### src/rtl/systolic_psum_accum_pkg.sv
// ============================================================================
// systolic_psum_accum_pkg : row-state encoding and default widths for psum path
// Rev 1.0
// ============================================================================
`default_nettype none

package systolic_psum_accum_pkg;

    localparam int ACC_WIDTH_DEF  = 40;
    localparam int PSUM_WIDTH_DEF = 32;

    typedef enum logic [1:0] {
        ROW_EMPTY = 2'd0,
        ROW_ACCUM = 2'd1,
        ROW_READY = 2'd2
    } row_state_e;

endpackage

`default_nettype wire

### src/rtl/psum_valid_delay.sv
// ============================================================================
// psum_valid_delay : shift register aligning {valid, first, last} to psum rows
// Rev 1.0
// ============================================================================
`default_nettype none

module psum_valid_delay #(
    parameter int LATENCY = 6
) (
    input  logic clk,
    input  logic rst_n,
    input  logic valid_i,
    input  logic first_i,
    input  logic last_i,
    output logic valid_o,
    output logic first_o,
    output logic last_o
);

    logic [2:0] stage_q [LATENCY];

    always_ff @(posedge clk or negedge rst_n) begin
        if (!rst_n) begin
            for (int i = 0; i < LATENCY; i++) begin
                stage_q[i] <= 3'b000;
            end
        end else begin
            // Flags only mean something alongside a valid row.
            stage_q[0] <= valid_i ? {1'b1, first_i, last_i} : 3'b000;
            for (int i = 1; i < LATENCY; i++) begin
                stage_q[i] <= stage_q[i-1];
            end
        end
    end

    assign valid_o = stage_q[LATENCY-1][2];
    assign first_o = stage_q[LATENCY-1][1];
    assign last_o  = stage_q[LATENCY-1][0];

endmodule

`default_nettype wire

### src/rtl/systolic_psum_accum.sv
// ============================================================================
// systolic_psum_accum : K-tile psum accumulation buffer with in-order drain
// Rev 1.0
// ============================================================================
`default_nettype none

module systolic_psum_accum
    import systolic_psum_accum_pkg::*;
#(
    parameter int PSUM_WIDTH   = PSUM_WIDTH_DEF,
    parameter int ACC_WIDTH    = ACC_WIDTH_DEF,
    parameter int ARRAY_WIDTH  = 4,
    parameter int DEPTH        = 4,
    parameter int PIPE_LATENCY = 6,
    localparam int ROW_W       = (DEPTH > 1) ? $clog2(DEPTH) : 1
) (
    input  logic                         clk,
    input  logic                         rst_n,
    input  logic                         process_en,
    input  logic                         tile_first,
    input  logic                         tile_last,
    input  logic signed [PSUM_WIDTH-1:0] psum_in [ARRAY_WIDTH],
    output logic                         out_valid,
    input  logic                         out_ready,
    output logic signed [ACC_WIDTH-1:0]  acc_out [ARRAY_WIDTH],
    output logic [ROW_W-1:0]             out_row,
    output logic                         overflow
);

    logic dly_valid;
    logic dly_first;
    logic dly_last;

    psum_valid_delay #(
        .LATENCY (PIPE_LATENCY)
    ) u_delay (
        .clk     (clk),
        .rst_n   (rst_n),
        .valid_i (process_en),
        .first_i (tile_first),
        .last_i  (tile_last),
        .valid_o (dly_valid),
        .first_o (dly_first),
        .last_o  (dly_last)
    );

    row_state_e                  state_q [DEPTH];
    row_state_e                  state_d [DEPTH];
    logic signed [ACC_WIDTH-1:0] acc_q   [DEPTH][ARRAY_WIDTH];
    logic signed [ACC_WIDTH-1:0] acc_d   [DEPTH][ARRAY_WIDTH];
    logic [ROW_W-1:0]            wr_ptr_q, wr_ptr_d;
    logic [ROW_W-1:0]            rd_ptr_q, rd_ptr_d;
    logic                        overflow_q, overflow_d;
    logic                        drain;
    row_state_e                  wr_state;

    function automatic logic [ROW_W-1:0] next_ptr(input logic [ROW_W-1:0] p);
        return (p == ROW_W'(DEPTH - 1)) ? '0 : p + ROW_W'(1);
    endfunction

    assign drain = (state_q[rd_ptr_q] == ROW_READY) && out_ready;

    always_comb begin
        state_d    = state_q;
        acc_d      = acc_q;
        wr_ptr_d   = wr_ptr_q;
        rd_ptr_d   = rd_ptr_q;
        overflow_d = overflow_q;
        wr_state   = ROW_EMPTY;

        if (drain) begin
            state_d[rd_ptr_q] = ROW_EMPTY;
            rd_ptr_d          = next_ptr(rd_ptr_q);
        end

        // The write sees the post-drain state, so a same-cycle drain frees the row.
        if (dly_valid) begin
            wr_ptr_d = next_ptr(wr_ptr_q);
            wr_state = state_d[wr_ptr_q];
            if (wr_state == ROW_READY) begin
                overflow_d = 1'b1;
            end else begin
                for (int c = 0; c < ARRAY_WIDTH; c++) begin
                    if (dly_first || (wr_state == ROW_EMPTY)) begin
                        acc_d[wr_ptr_q][c] = ACC_WIDTH'(psum_in[c]);
                    end else begin
                        acc_d[wr_ptr_q][c] = acc_q[wr_ptr_q][c] + ACC_WIDTH'(psum_in[c]);
                    end
                end
                state_d[wr_ptr_q] = dly_last ? ROW_READY : ROW_ACCUM;
            end
        end
    end

    always_ff @(posedge clk or negedge rst_n) begin
        if (!rst_n) begin
            for (int r = 0; r < DEPTH; r++) begin
                state_q[r] <= ROW_EMPTY;
                for (int c = 0; c < ARRAY_WIDTH; c++) begin
                    acc_q[r][c] <= '0;
                end
            end
            wr_ptr_q   <= '0;
            rd_ptr_q   <= '0;
            overflow_q <= 1'b0;
        end else begin
            state_q    <= state_d;
            acc_q      <= acc_d;
            wr_ptr_q   <= wr_ptr_d;
            rd_ptr_q   <= rd_ptr_d;
            overflow_q <= overflow_d;
        end
    end

    assign out_valid = (state_q[rd_ptr_q] == ROW_READY);
    assign out_row   = rd_ptr_q;
    assign overflow  = overflow_q;

    for (genvar c = 0; c < ARRAY_WIDTH; c++) begin : g_out_col
        assign acc_out[c] = acc_q[rd_ptr_q][c];
    end

endmodule

`default_nettype wire
### config.mk
export PLATFORM = sky130hd
export DESIGN_NAME = systolic_psum_accum
export DESIGN_NICKNAME = d
export VERILOG_FILES = /design/src/rtl/systolic_psum_accum_pkg.sv /design/src/rtl/psum_valid_delay.sv /design/src/rtl/systolic_psum_accum.sv
export SDC_FILE = /design/constraint.sdc
export NUM_CORES = 2
export LEC_CHECK = 0
export CORE_MARGIN = 5
export CORE_UTILIZATION = 25
export CTS_BUF_LIST = sky130_fd_sc_hd__clkbuf_4
export DETAILED_ROUTE_END_ITERATION = 8
export GPL_ROUTABILITY_DRIVEN = 0
export SLEW_MARGIN = 15
export SYNTH_ARGS = -nofsm -noshare
export SYNTH_HDL_FRONTEND = slang
export SYNTH_SLANG_ARGS = --single-unit
### constraint.sdc
create_clock -name clk -period 4.78 [get_ports clk]
set_clock_uncertainty 0.05 [all_clocks]
set_input_delay 0.956 -clock clk [delete_from_list [all_inputs] [get_ports clk]]
set_output_delay 0.956 -clock clk [all_outputs]
set_load 0.005 [all_outputs]
Yosys cells after proc, flatten, opt, wreduce, memory -nomap -nowiden --
Index checks and enable logic that the tools add are counted.
Word-level totals: output and inout port bits 164, input port bits 134, register bits 671
Operators by class: order comparisons 4, reductions and logical operators 7, mux-type cells 50, add/subtract/negate cells 6, eq/ne operators 4, bitwise operators 5
Operators with widths (number):
- $mux W640 | 10
- $bwmux W640 | 8
- $demux W160 S2 | 4
- $mux W160 | 5
- $bmux W160 S2 | 2
- $add A40 B32 Y40 | 4
- $mux W120 | 1
- $mux W80 | 1
- $mux W40 | 1
- $mux W8 | 3
- $mux W2 | 9
- $and A8 B8 Y8 | 1
- $bmux W2 S2 | 2
- $bwmux W8 | 1
- $demux W2 S2 | 2
- $eq A2 B2 Y1 const B | 4
- $not A8 Y8 | 1
- $ge A3 B3 Y1 const B | 2
- $lt A3 B1 Y1 const B | 2
- $not A2 Y3 | 2
- $add A2 B1 Y2 const B | 2
- $reduce_and A2 Y1 | 2
- $logic_and A1 B1 Y1 | 3
- $mux W3 | 1
- other kinds (3) | 3

Depth between registers and ports, before layout --
depth in word-level cells 26, depth in mapped cells 19, gate-level depth less buffers 15

Modules after synthesis --
Synthesis repeated with hierarchy kept, for this count alone.
Second synthesis, totals: cells, all modules 4198, area, all modules 42294.3 µm²
By module, submodules not included:
- systolic_psum_accum | cells an instance 4178, times used 1, area an instance 41831.4 µm², sequential area each 16340.7 µm²
- psum_valid_delay | cells an instance 20, times used 1, area an instance 462.9 µm², sequential area each 450.4 µm²

Worst setup path after synthesis --
Ideal clock, no wire load.
path type register to register, start point reg wr_ptr_q[0], end point reg acc_q[158] in the netlist's numbering, setup time 121 ps, stages on the path, launching flop included 19, path slack -363 ps, arrival 4971 ps, clock period less this slack 5143 ps, cells stage by stage dfrtp_1 clkbuf_1 buf_1 clkbuf_1 buf_1 mux4_2 ha_1 fa_1 a211oi_1 o211ai_1 nand2_1 o21ai_0 a32oi_1 a31oi_1 a41o_1 a311oi_1 xnor2_1 nor2_1 o22a_1
Between the ends: cells in the longest elaborated chain, start to end 19, elaborated cells on any way between the ends 42, classes of those cells add/sub (4); order compare (2); eq/ne (1); mux (29); bitwise (2); reduce/logical (4)
Ends and longest elaborated chain:
- start, declared | RTL line systolic_psum_accum.sv:51 | logic [ROW_W-1:0] wr_ptr_q, wr_ptr_d;
- start signal, assigned | RTL line systolic_psum_accum.sv:109 | wr_ptr_q <= wr_ptr_d;
- $not A2 Y3 (implied by the code) * | RTL line systolic_psum_accum.sv:79, systolic_psum_accum.sv:85, systolic_psum_accum.sv:87
- $bmux W160 S2, or another cell as far along | RTL line systolic_psum_accum.sv:87 | acc_d[wr_ptr_q][c] = acc_q[wr_ptr_q][c] + ACC_WIDTH'(psum_in[c]);
- $mux W160 (implied by the code), or another cell as far along (2 in a row) | RTL line systolic_psum_accum.sv:87
- $add A40 B32 Y40, or another cell as far along | RTL line systolic_psum_accum.sv:87
- $bwmux W640, or another cell as far along | RTL line systolic_psum_accum.sv:87
- $mux W640 | RTL line systolic_psum_accum.sv:84 | if (dly_first || (wr_state == ROW_EMPTY)) begin
- $mux W640 | RTL line systolic_psum_accum.sv:80 | if (wr_state == ROW_READY) begin
- $mux W640 | RTL line systolic_psum_accum.sv:77 | if (dly_valid) begin
- [2 not listed]
- $mux W640 | RTL line systolic_psum_accum.sv:80
- $mux W640 | RTL line systolic_psum_accum.sv:77
- $bwmux W640, on equally long branches | RTL line systolic_psum_accum.sv:87, systolic_psum_accum.sv:85
- $mux W640 | RTL line systolic_psum_accum.sv:84
- $mux W640 | RTL line systolic_psum_accum.sv:80
- $mux W640 | RTL line systolic_psum_accum.sv:77
- $bwmux W640, on equally long branches | RTL line systolic_psum_accum.sv:87, systolic_psum_accum.sv:85
- $mux W640 | RTL line systolic_psum_accum.sv:84
- end signal, assigned by index | RTL line systolic_psum_accum.sv:100 | acc_q[r][c] <= '0;
- end signal, assigned | RTL line systolic_psum_accum.sv:108 | acc_q <= acc_d;
- end, declared | RTL line systolic_psum_accum.sv:49 | logic signed [ACC_WIDTH-1:0] acc_q [DEPTH][ARRAY_WIDTH];
Every way passes the cells marked *; elsewhere a longest branch is shown, timed or not. The select of a mux whose other input is x is not followed. A chain may end at the register's enable or synchronous reset.

==> results.yml <==
status:
  run_status: "completed"
flow_run:
  cap_violations: 0
yosys:
  synthCells: 4063
  yosysSeqAreaShare_pct: 40.96
  async_flop_share_pct: 100.0
  synth-edff-count: 0
  netlist_area_um2: 40990
  ys_ff_latch: 671
  syn_nets: 4365
  yosysWarnings: 0
  syn_area_per_cell_um2: 10.09
  synthFlopType: "dfrtp_1"
  ys_types: 74
worst_hold_path:
  hold_class: "register to register"
  min_from: "u_delay.stage_q[10]"
  whs_path_depth: 0
critical_path:
  cp_max_fo: 55
  cp.arrival_ns: 3.56
  r2r-start: "wr_ptr_q[0]"
  reg2reg_depth: 14
  critPathLaunch: "out_row[1]"
  start_kind: "register"
  critPathKind: "register to output port"
  end_kind: "output port"
  cp.required_ns: 3.77
detailed_routing:
  firstDrtPassIters: 5
  drtIter0Drc: 2128
  vias: 33270
  ant_nets: 0
  finalWirelength_mm: 130.6
  drt-wirelength-per-cell_um: 19.25
  drcViolationCount: 0
  avgViaCountPerCell: 4.904
finish:
  final_cells: 6784
  final_cell_mix: "nand2_1, dfrtp_1, o21ai_0"
  fin_nets: 4760
  final_common_cell: "nand2_1"
  regArea_um2: 16810
  multiInputGateArea_um2: 22850
  fin_util_pct: 30.56
  fill_cells: 16970
  final_design_area_no_fill_um2: 49790
  final_layout_size_suffix_gt1_share_pct: 18.42
  syn2layout_area_growth_pct: 21.48
place:
  dp.cells: 6439
  dpl.hpwl_mm: 91.28
  io_buffers: 297
  placed_cell_area_um2: 47270
clock_network:
  cts_buffer_depth: 3
  cts.sinks: 671
  cts_root_buf: "clkbuf_4"
  insertion_delay_ns: 1.15
  cts_tree: "done"
  cts_buffers: 188
  path_clk_slew_ns: 0.07
  htree_levels: 4
sta:
  period_needed_ns: 4.562
  worst_slew_pin_slew_ns: 0.9088
  hold_viol_final: 0
  fmax_mhz: 219.2
  relSlewSlack_pct: 39.41
  post-route-period-util_pct: 95.44
  finalSetupViolations: 0
  rsz0062_at_grt: "no"
  fin_setup_tns_ns: 0
  drv_slew: 0
grt:
  grt-ovfl-total: 0
  track_usage_pct: 14.87
  grt_max_degree: 118
  grt_pass1_vias: 34310
  grt_pass1_wl_mm: 201.9
  antenna_found_initial: 20
die:
  die_h_um: 414.9
  dieArea_um2: 172200
  fp.dieW_um: 414.9
  core_area_um2: 163000
  num_rows: 148
  ios: 298
  start_util_pct: 25.15
pwr:
  leakage_nw: 21.42
  pwr_density_cell_nw_per_um2: 871.7
  irDropWorstVdd_mv: 0.3170
-- final cells by class --
class / count / share of cell area, %
Antenna cell: 15 / 0.07538
Tap cell: 2175 / 5.465
Clock buffer: 261 / 3.935
Multi-Input combinational cell: 3071 / 45.88
Inverter: 43 / 0.3241
Timing Repair Buffer: 483 / 9.853
Clock inverter: 65 / 0.7136
Sequential cell: 671 / 33.75
-- registers in the layout (all words and copies together), names as in the netlist --
signal and count:
state_q 8, u_delay.first_o 1, wr_ptr_q 2, out_row 2, acc_q 640, overflow 1, u_delay.valid_o 1, u_delay.stage_q 15
u_delay.last_o 1
-- power by group --
part           switching (mW)  internal (mW)  total [mW]
logic                    15.2           13.0        28.2
clock network            2.59           2.68        5.27
registers                1.74           8.23        9.97
total                    19.5           23.9        43.4
-- routing by layer --
layer / wire length [um] / vias up / global-route usage (%)
met2: 65230 / 851 / 25.45
met5: 69 / - / 0
met1: 54040 / 16450 / 18.01
met4: 5378 / 10 / 7.342
met3: 5890 / 247 / 2.712
li1: - / 15720 / -
-- cell usage after synthesis, drive strengths merged, types with 5 or more instances --
cell type / count / area (um^2)
nand2: 774 / 2915
o21ai: 677 / 3388
dfrtp: 671 / 16790
mux4: 321 / 7229
a21oi: 289 / 1476
nor2: 202 / 758.2
ha: 164 / 2052
buf: 149 / 812.0
clkbuf: 129 / 484.2
a21o: 92 / 690.7
xnor2: 85 / 744.5
xor2: 60 / 525.5
a31oi: 43 / 269.0
inv: 43 / 161.4
nand3: 35 / 175.2
and2: 27 / 168.9
nor3: 27 / 140.1
and3: 26 / 162.7
nand4: 24 / 150.1
nor2b: 23 / 143.9
mux2i: 20 / 200.2
o21bai: 19 / 142.6
mux2: 16 / 180.2
o21a: 13 / 97.59
a211oi: 12 / 95.09
o31ai: 12 / 95.09
o22a: 10 / 87.58
a21boi: 9 / 67.56
nand2b: 9 / 56.30
o211ai: 8 / 60.06
a311oi: 7 / 61.31
a221oi: 6 / 52.55
o22ai: 5 / 31.28
o31a: 5 / 43.79
-- timing repair --
item,4_1_cts,5_1_grt
gates resized for setup,7,16
endpoints found under the setup margin,111,71
setup buffers,0,1
hold buffers,1,0
endpoints found under the hold margin,77,0
gates cloned,1,1
-- cells by family after synthesis --
kind of cell / count (synthesis) / share of synthesized area, %
fa+ha+maj: 168 / 5.201
mux: 357 / 18.56
flops: 671 / 40.96
buf+inv: 321 / 3.556
compound gates: 1234 / 16.85
xor+xnor: 145 / 3.098
simple gates: 1167 / 11.76
-- stage by stage --
stage               setup WS, ns  total power, mW  hold slack, ns
floorplan                0.03572            27.89          0.2812
global placement         -0.1557            37.80          0.2841
detailed placement       -0.1243            38.25          0.2847
CTS                     0.007850            43.89          0.1944
global route            0.003777            47.10          0.2482
finish                    0.2181            43.41          0.2879
-- critical path, cell delays in order, from the launching register on --
cell and delay [ns]:
dfrtp_4 0.44, buf_4 0.46, buf_8 0.54, mux4_2 0.40
clkdlybuf4s50_1 0.63
-- path summary, 6_finish.rpt --
check                                      to  slack [ns]
hold reg to reg            u_delay.stage_q[7]        0.29
max in group asynchronous          acc_q[335]        3.08
setup / recovery                 acc_out[114]        0.22
hold / removal             u_delay.stage_q[7]        0.29
min in group asynchronous          acc_q[375]        0.45
setup reg to reg                   acc_q[318]        0.25
No activity file was read; power rests on OpenSTA's default activity.
